===== config.mk =====
export PLATFORM = sky130hd
export DESIGN_NAME = nv_ram_rws_param
export DESIGN_NICKNAME = d
export VERILOG_FILES = /design/src/rtl/nv_ram_pkg.sv /design/src/rtl/nv_ram_byte_merge.sv /design/src/rtl/nv_ram_rws_param.sv
export SDC_FILE = /design/constraint.sdc
export NUM_CORES = 1
export LEC_CHECK = 0
export ABC_AREA = 0
export CAP_MARGIN = 40
export CORE_ASPECT_RATIO = 1.4
export CORE_MARGIN = 4
export CORE_UTILIZATION = 40
export CTS_CLUSTER_SIZE = 14
export DETAILED_ROUTE_END_ITERATION = 10
export PLACE_DENSITY = 0.64
export SETUP_SLACK_MARGIN = 0.1
export SKIP_CTS_REPAIR_TIMING = 1
export SYNTH_ARGS = -nofsm -noshare
export SYNTH_HDL_FRONTEND = slang
export SYNTH_SLANG_ARGS = --single-unit
export TNS_END_PERCENT = 10

===== constraint.sdc =====
create_clock -name clk -period 2.32 [get_ports clk]
set_clock_uncertainty 0.15 [all_clocks]
set_input_delay 0.464 -clock clk [delete_from_list [all_inputs] [get_ports clk]]
set_output_delay 0.464 -clock clk [all_outputs]
set_load 0.05 [all_outputs]

===== src/rtl/nv_ram_pkg.sv =====
// Shared constants for the nv_ram register-file family: collision modes and byte-lane width.
package nv_ram_pkg;

    localparam int RD_OLD   = 0;
    localparam int WR_FIRST = 1;
    localparam int BYTE_W   = 8;

endpackage


===== src/rtl/nv_ram_byte_merge.sv =====
// Byte-lane merge: takes di bytes where wmask is set, keeps old_word bytes elsewhere.
module nv_ram_byte_merge
    import nv_ram_pkg::*;
#(
    parameter int DW = 64
) (
    input  logic [DW-1:0]        old_word,
    input  logic [DW-1:0]        di,
    input  logic [DW/BYTE_W-1:0] wmask,
    output logic [DW-1:0]        merged
);

    always_comb begin
        merged = old_word;
        for (int i = 0; i < DW / BYTE_W; i++) begin
            if (wmask[i]) begin
                merged[i*BYTE_W +: BYTE_W] = di[i*BYTE_W +: BYTE_W];
            end
        end
    end

endmodule


===== src/rtl/nv_ram_rws_param.sv =====
// Single-clock 1R1W register-file RAM with byte-masked writes, selectable collision
// behaviour and an optional output pipeline stage.
module nv_ram_rws_param #(
    parameter int DEPTH    = 16,
    parameter int DW       = 64,
    parameter int AW       = 4,
    parameter int OUT_REG  = 0,
    parameter int WR_FIRST = 0
) (
    input  logic                             clk,
    input  logic                             rstn,
    input  logic [AW-1:0]                    ra,
    input  logic                             re,
    output logic [DW-1:0]                    dout,
    output logic                             dout_vld,
    input  logic [AW-1:0]                    wa,
    input  logic                             we,
    input  logic [DW/nv_ram_pkg::BYTE_W-1:0] wmask,
    input  logic [DW-1:0]                    di,
    input  logic [31:0]                      pwrbus_ram_pd
);

    logic [DW-1:0] mem_q [DEPTH];
    logic [DW-1:0] wr_word;
    logic [DW-1:0] rd_word;
    logic          wr_en;
    logic          rd_en;
    logic          collide;
    logic [DW-1:0] dout_p0_d, dout_p0_q;
    logic          vld_p0_d,  vld_p0_q;

    // Power bus only matters to physical RAM macros; the behavioural model ignores it.
    logic unused_pwr;
    assign unused_pwr = ^pwrbus_ram_pd;

    // One merge instance serves both the write port and the WR_FIRST forward path,
    // since on a collision mem_q[wa] is the same word the read would have returned.
    nv_ram_byte_merge #(.DW(DW)) u_merge (
        .old_word (mem_q[wa]),
        .di       (di),
        .wmask    (wmask),
        .merged   (wr_word)
    );

    always_comb begin
        wr_en   = rstn && we;
        rd_en   = rstn && re;
        collide = we && (ra == wa);
        case (WR_FIRST)
            nv_ram_pkg::RD_OLD:   rd_word = mem_q[ra];
            nv_ram_pkg::WR_FIRST: rd_word = collide ? wr_word : mem_q[ra];
            default:              rd_word = mem_q[ra];
        endcase
        dout_p0_d = rd_en ? rd_word : dout_p0_q;
        vld_p0_d  = rd_en;
    end

    // Storage: no reset so it maps onto distributed/block RAM.
    always_ff @(posedge clk) begin
        if (wr_en) begin
            mem_q[wa] <= wr_word;
        end
    end

    // Stage p0: read register.
    always_ff @(posedge clk) begin
        if (!rstn) begin
            dout_p0_q <= '0;
            vld_p0_q  <= 1'b0;
        end else begin
            dout_p0_q <= dout_p0_d;
            vld_p0_q  <= vld_p0_d;
        end
    end

    // Stage p1: optional output register, free-running so it mirrors p0 one cycle later.
    if (OUT_REG != 0) begin : g_out_reg
        logic [DW-1:0] dout_p1_q;
        logic          vld_p1_q;

        always_ff @(posedge clk) begin
            if (!rstn) begin
                dout_p1_q <= '0;
                vld_p1_q  <= 1'b0;
            end else begin
                dout_p1_q <= dout_p0_q;
                vld_p1_q  <= vld_p0_q;
            end
        end

        assign dout     = dout_p1_q;
        assign dout_vld = vld_p1_q;
    end else begin : g_no_out_reg
        assign dout     = dout_p0_q;
        assign dout_vld = vld_p0_q;
    end

endmodule


# Word-level counts from Yosys, hierarchy flattened
# Memories as Yosys holds them, arrays and structs flattened. A register that Yosys moved wholly into a read port is not among the register bits.
# Index checks and enable logic that the tools add are counted.
[word_totals] register_bits=1 ram_bits=1024 inputBits=116 output_inout_bits=65 elab_cells=31 mem_count=1
[op_classes] eq_ne=8 n_mux=10 n_reduce_logical=11
[mem_list] memory="mem_q" words=16 width=64 rd=1 rd_ports_with_merged_regs=1 write_ports=1 line="nv_ram_rws_param.sv:23" source="logic [DW-1:0] mem_q [DEPTH];"
[op_table] op="$mux W8" n=8
[op_table] op="$reduce_and A2 Y1" n=8
[op_table] op="$ne A1 B1 Y1 const B" n=8
[op_table] op="$logic_and A1 B1 Y1" n=2
[op_table] op="$mux W1" n=2
[op_table] op="$logic_not A1 Y1" n=1

# Depth between registers and ports, before layout
[depth] ltp_word=4 ltp_mapped=8 ltp_nobuf=4

# Cells and area by module
# Synthesis repeated with hierarchy kept, for this count alone.
[hier_totals] cells_unflattened=2869 hier_area_um2=50118.1
[by_module_without_submodules] mod="nv_ram_rws_param" instances=1 cells_per_inst=2797 area_each_um2=49067.1 seq_area_each_um2=32050.7
[by_module_without_submodules] mod="nv_ram_byte_merge" instances=1 cells_per_inst=72 area_each_um2=1051.0 seq_area_each_um2=0.0

# Worst setup path before layout
# Ideal clock, no wire load.
[synth_timing] kind="input to register" start="in rstn" end="mem mem_q[14][40], enable pin" setup_time_ps=370 arrival_ps=1471 required_ps=1800 slack_ps=328 cell_stages=5 path_buffers=2 path_cell_list="and2_1 buf_2 nand2_1 clkbuf_1 nor2_1"
[synth_between] elab_chain_cells=4
[synth_rtl] element="start, declared" line="nv_ram_rws_param.sv:11" source="input logic rstn,"
[synth_rtl] element="$logic_and A1 B1 Y1" line="nv_ram_rws_param.sv:46" source="wr_en = rstn && we;"
[synth_rtl] element="$mux W1" line="nv_ram_rws_param.sv:60" source="if (wr_en) begin"
[synth_rtl] element="$mux W1 (not written as such)" line="nv_ram_rws_param.sv:61" source="mem_q[wa] <= wr_word;"
[synth_rtl] element="$reduce_and A2 Y1 (no source line)"
[synth_rtl] element="end, declared" line="nv_ram_rws_param.sv:23"
# No other way between the ends.

# Worst setup path in the final report
[layout_timing] start="reg dout_p0_q[63] (netlist: dout[63]) (read register of mem_q)" end="out dout[63]"
[layout_lines] element="start, declared" line="nv_ram_rws_param.sv:29" source="logic [DW-1:0] dout_p0_d, dout_p0_q;"
[layout_lines] element="end, declared" line="nv_ram_rws_param.sv:14" source="output logic [DW-1:0] dout,"
# No word-level cell between the ends.

==> impl_metrics.json <==
{
  "slew_headroom_pct": 52.2,
  "vias": 23300,
  "finalHoldViolations": 0,
  "area_delta_synth_final_pct": 20.5,
  "syn_inst": 2542,
  "drive_gt1_share_pct": 15.5,
  "start_util_pct": 40.4,
  "finalNetCount": 3061,
  "ys_seq_area_share_pct": 76.3,
  "dp.cells": 4191,
  "whs_ns": 0.238,
  "grt_overflow": 0,
  "wl_per_cell_um": 23.2,
  "synth-edff-count": 1024,
  "ant_nets": 0,
  "critical_path_required_ns": 1.71,
  "antenna_cells": 0,
  "io_pins": 181,
  "cts_tree": "built",
  "p_per_area_nw_per_um2": 807,
  "clk_latency_ns": 0.69,
  "drc": 0,
  "ir_worst_vdd_mv": 0.573,
  "clkSinkCount": 1089,
  "synthArstFlopShare_pct": 0,
  "die-height_um": 391,
  "endpoint_kind": "output pin",
  "cp_top_family": "buffers and inverters",
  "drt_iter0_markers": 1706,
  "drv_slew": 0,
  "synth.area.top_cells": "edfxtp_1 73%, mux2i_1 12%, dfxtp_1 3.1%",
  "slowest_delay_ns": 0.45,
  "ys_seq_elements": 1089,
  "cp.arrival_ns": 1.54,
  "synth_area_per_cell_um2": 16.5,
  "grt_pass1_vias": 24500,
  "wirelength_um": 102000,
  "cp_num_buf_inv": 1,
  "dp_hpwl_um": 68600,
  "grt_use_total_pct": 18.3,
  "vias_per_cell": 5.32,
  "die_w_um": 282,
  "synth.distinct_cells": 18,
  "leakagePower_nw": 18.7,
  "max_freq_mhz": 465,
  "status": "complete, no violations",
  "finalNonFillerCells": 4378,
  "dieArea_um2": 110000,
  "port_buffers": 148,
  "yosysWarningCount": 0,
  "grt_pass1_wl_um": 150000,
  "min_period_over_period_pct": 92.7,
  "finalSetupViolations": 0,
  "cts_buffer_depth": 3,
  "numCtsBuffers": 101,
  "fin_crit_ns": 2.15,
  "htreeDepth": 3,
  "path_class": "flip-flop to output pin",
  "place_congestion": 0.813,
  "synth-main-ff-cell": "edfxtp_1",
  "yosysMostFrequentCell": "edfxtp_1",
  "rows": 140,
  "cts.clk_slew.worst_paths_ns": 0.06,
  "cts_root_buf": "clkbuf_16",
  "critical-path-slowest-cell": "dlymetal6s2s_1",
  "core_area_um2": 104000,
  "cp_cell_sequence": "dlymetal6s2s_1",
  "drtPass1Iterations": 5,
  "grt_max_degree": 52,
  "fin_util_pct": 48.6,
  "grt_setup_unrepaired": "no",
  "antenna_found_initial": 9,
  "critical_path.startpoint_type": "flip-flop",
  "synth_largest_area_cell": "edfxtp_1",
  "synth_area_um2": 42000,
  "worstMarginPinSlew_ns": 0.714,
  "syn_nets": 2658,
  "synthTopCellsByCount": "1,024 x edfxtp_1, 512 x mux2i_1, 199 x nand3_1",
  "yosysTopAreaCellShare_pct": 73.2,
  "hold_class": "input pin to flip-flop",
  "path_max_fanout": 2,
  "maxCapViolCount": 0
}
power breakdown:
group | internal, W | switching (W)
clock | 0.00932 | 0.00706
combinational | 0.000969 | 0.00166
sequential | 0.0217 | 0.000113
final cells by class:
| class | instances | area (µm²) |
|---|---|---|
| clock inverters | 46 | 472 |
| repair buffers | 441 | 4400 |
| flip-flops and latches | 1089 | 32100 |
| clock buffers | 141 | 2820 |
| multi-input cells | 1312 | 9140 |
| well taps | 1349 | 1690 |
| fillers | 8804 | 53500 |
registers in the layout (all words and copies together), names as in the netlist:
signal / cells
dout_vld: 1
dout: 64
mem_q: 1024
worst paths after layout:
path / slack, ns / end / depth (start not counted) / start
min: 0.24 / dout[62] / 5 / ra[1]
max reg2reg: 1.01 / dout[39] / 4 / mem_q[12][39]
max: 0.17 / dout[63] / 1 / dout[63]
min reg2reg: 0.30 / dout[16] / 2 / dout[16]
layer usage:
metal  wire length, µm  global-route usage (%)  vias up  share of wire (%)
met1             38600                    21.7    11800                 38
met3              5330                    2.43      172                5.2
met5                60                       0        -              0.059
met2             54700                    34.0      693                 54
met4              3120                    6.39       10                3.1
li1                  -                       -    10600                  -
layout by cell type, fill, tap and decap left out, drive strengths merged:
cell	count
a21oi	115
a22oi	141
and2	4
buf	310
bufinv	7
clkbuf	144
clkdlybuf4s50	81
clkinv	34
clkinvlp	1
dfxtp	65
dlymetal6s2s	47
edfxtp	1024
inv	4
mux2i	512
nand2	196
nand3	200
nand3b	1
nand4	1
nor2	132
nor2b	10
logic make-up after synthesis:
group | count (synthesis) | share of synthesized area, %
AOI/OAI and AO/OA | 256 | 3.89
buffers and inverters | 141 | 1.99
DFF | 1089 | 76.3
and+or+nand+nor | 544 | 5.58
muxes | 512 | 12.2
through the flow:
step	cell area (µm²)	total power (W)	setup slack, ns	setup TNS [ns]
4_1_cts	50500	0.0412	-0.341	-9.71
3_5_place_dp	47200	0.0249	-0.203	-54.27
5_1_grt	50600	0.0422	0.106	0
2_1_floorplan	42000	0.0236	0.328	0
3_3_place_gp	47200	0.0248	-0.196	-25.77
6_report	50600	0.0408	0.170	0
tightest hold or removal path: stages:
cell and delay (ns):
buf_8 0.14, mux2i_1 0.15, a22oi_1 0.10, nand3_1 0.09, nand3_1 0.07
Power figures use the tool's default switching activity.
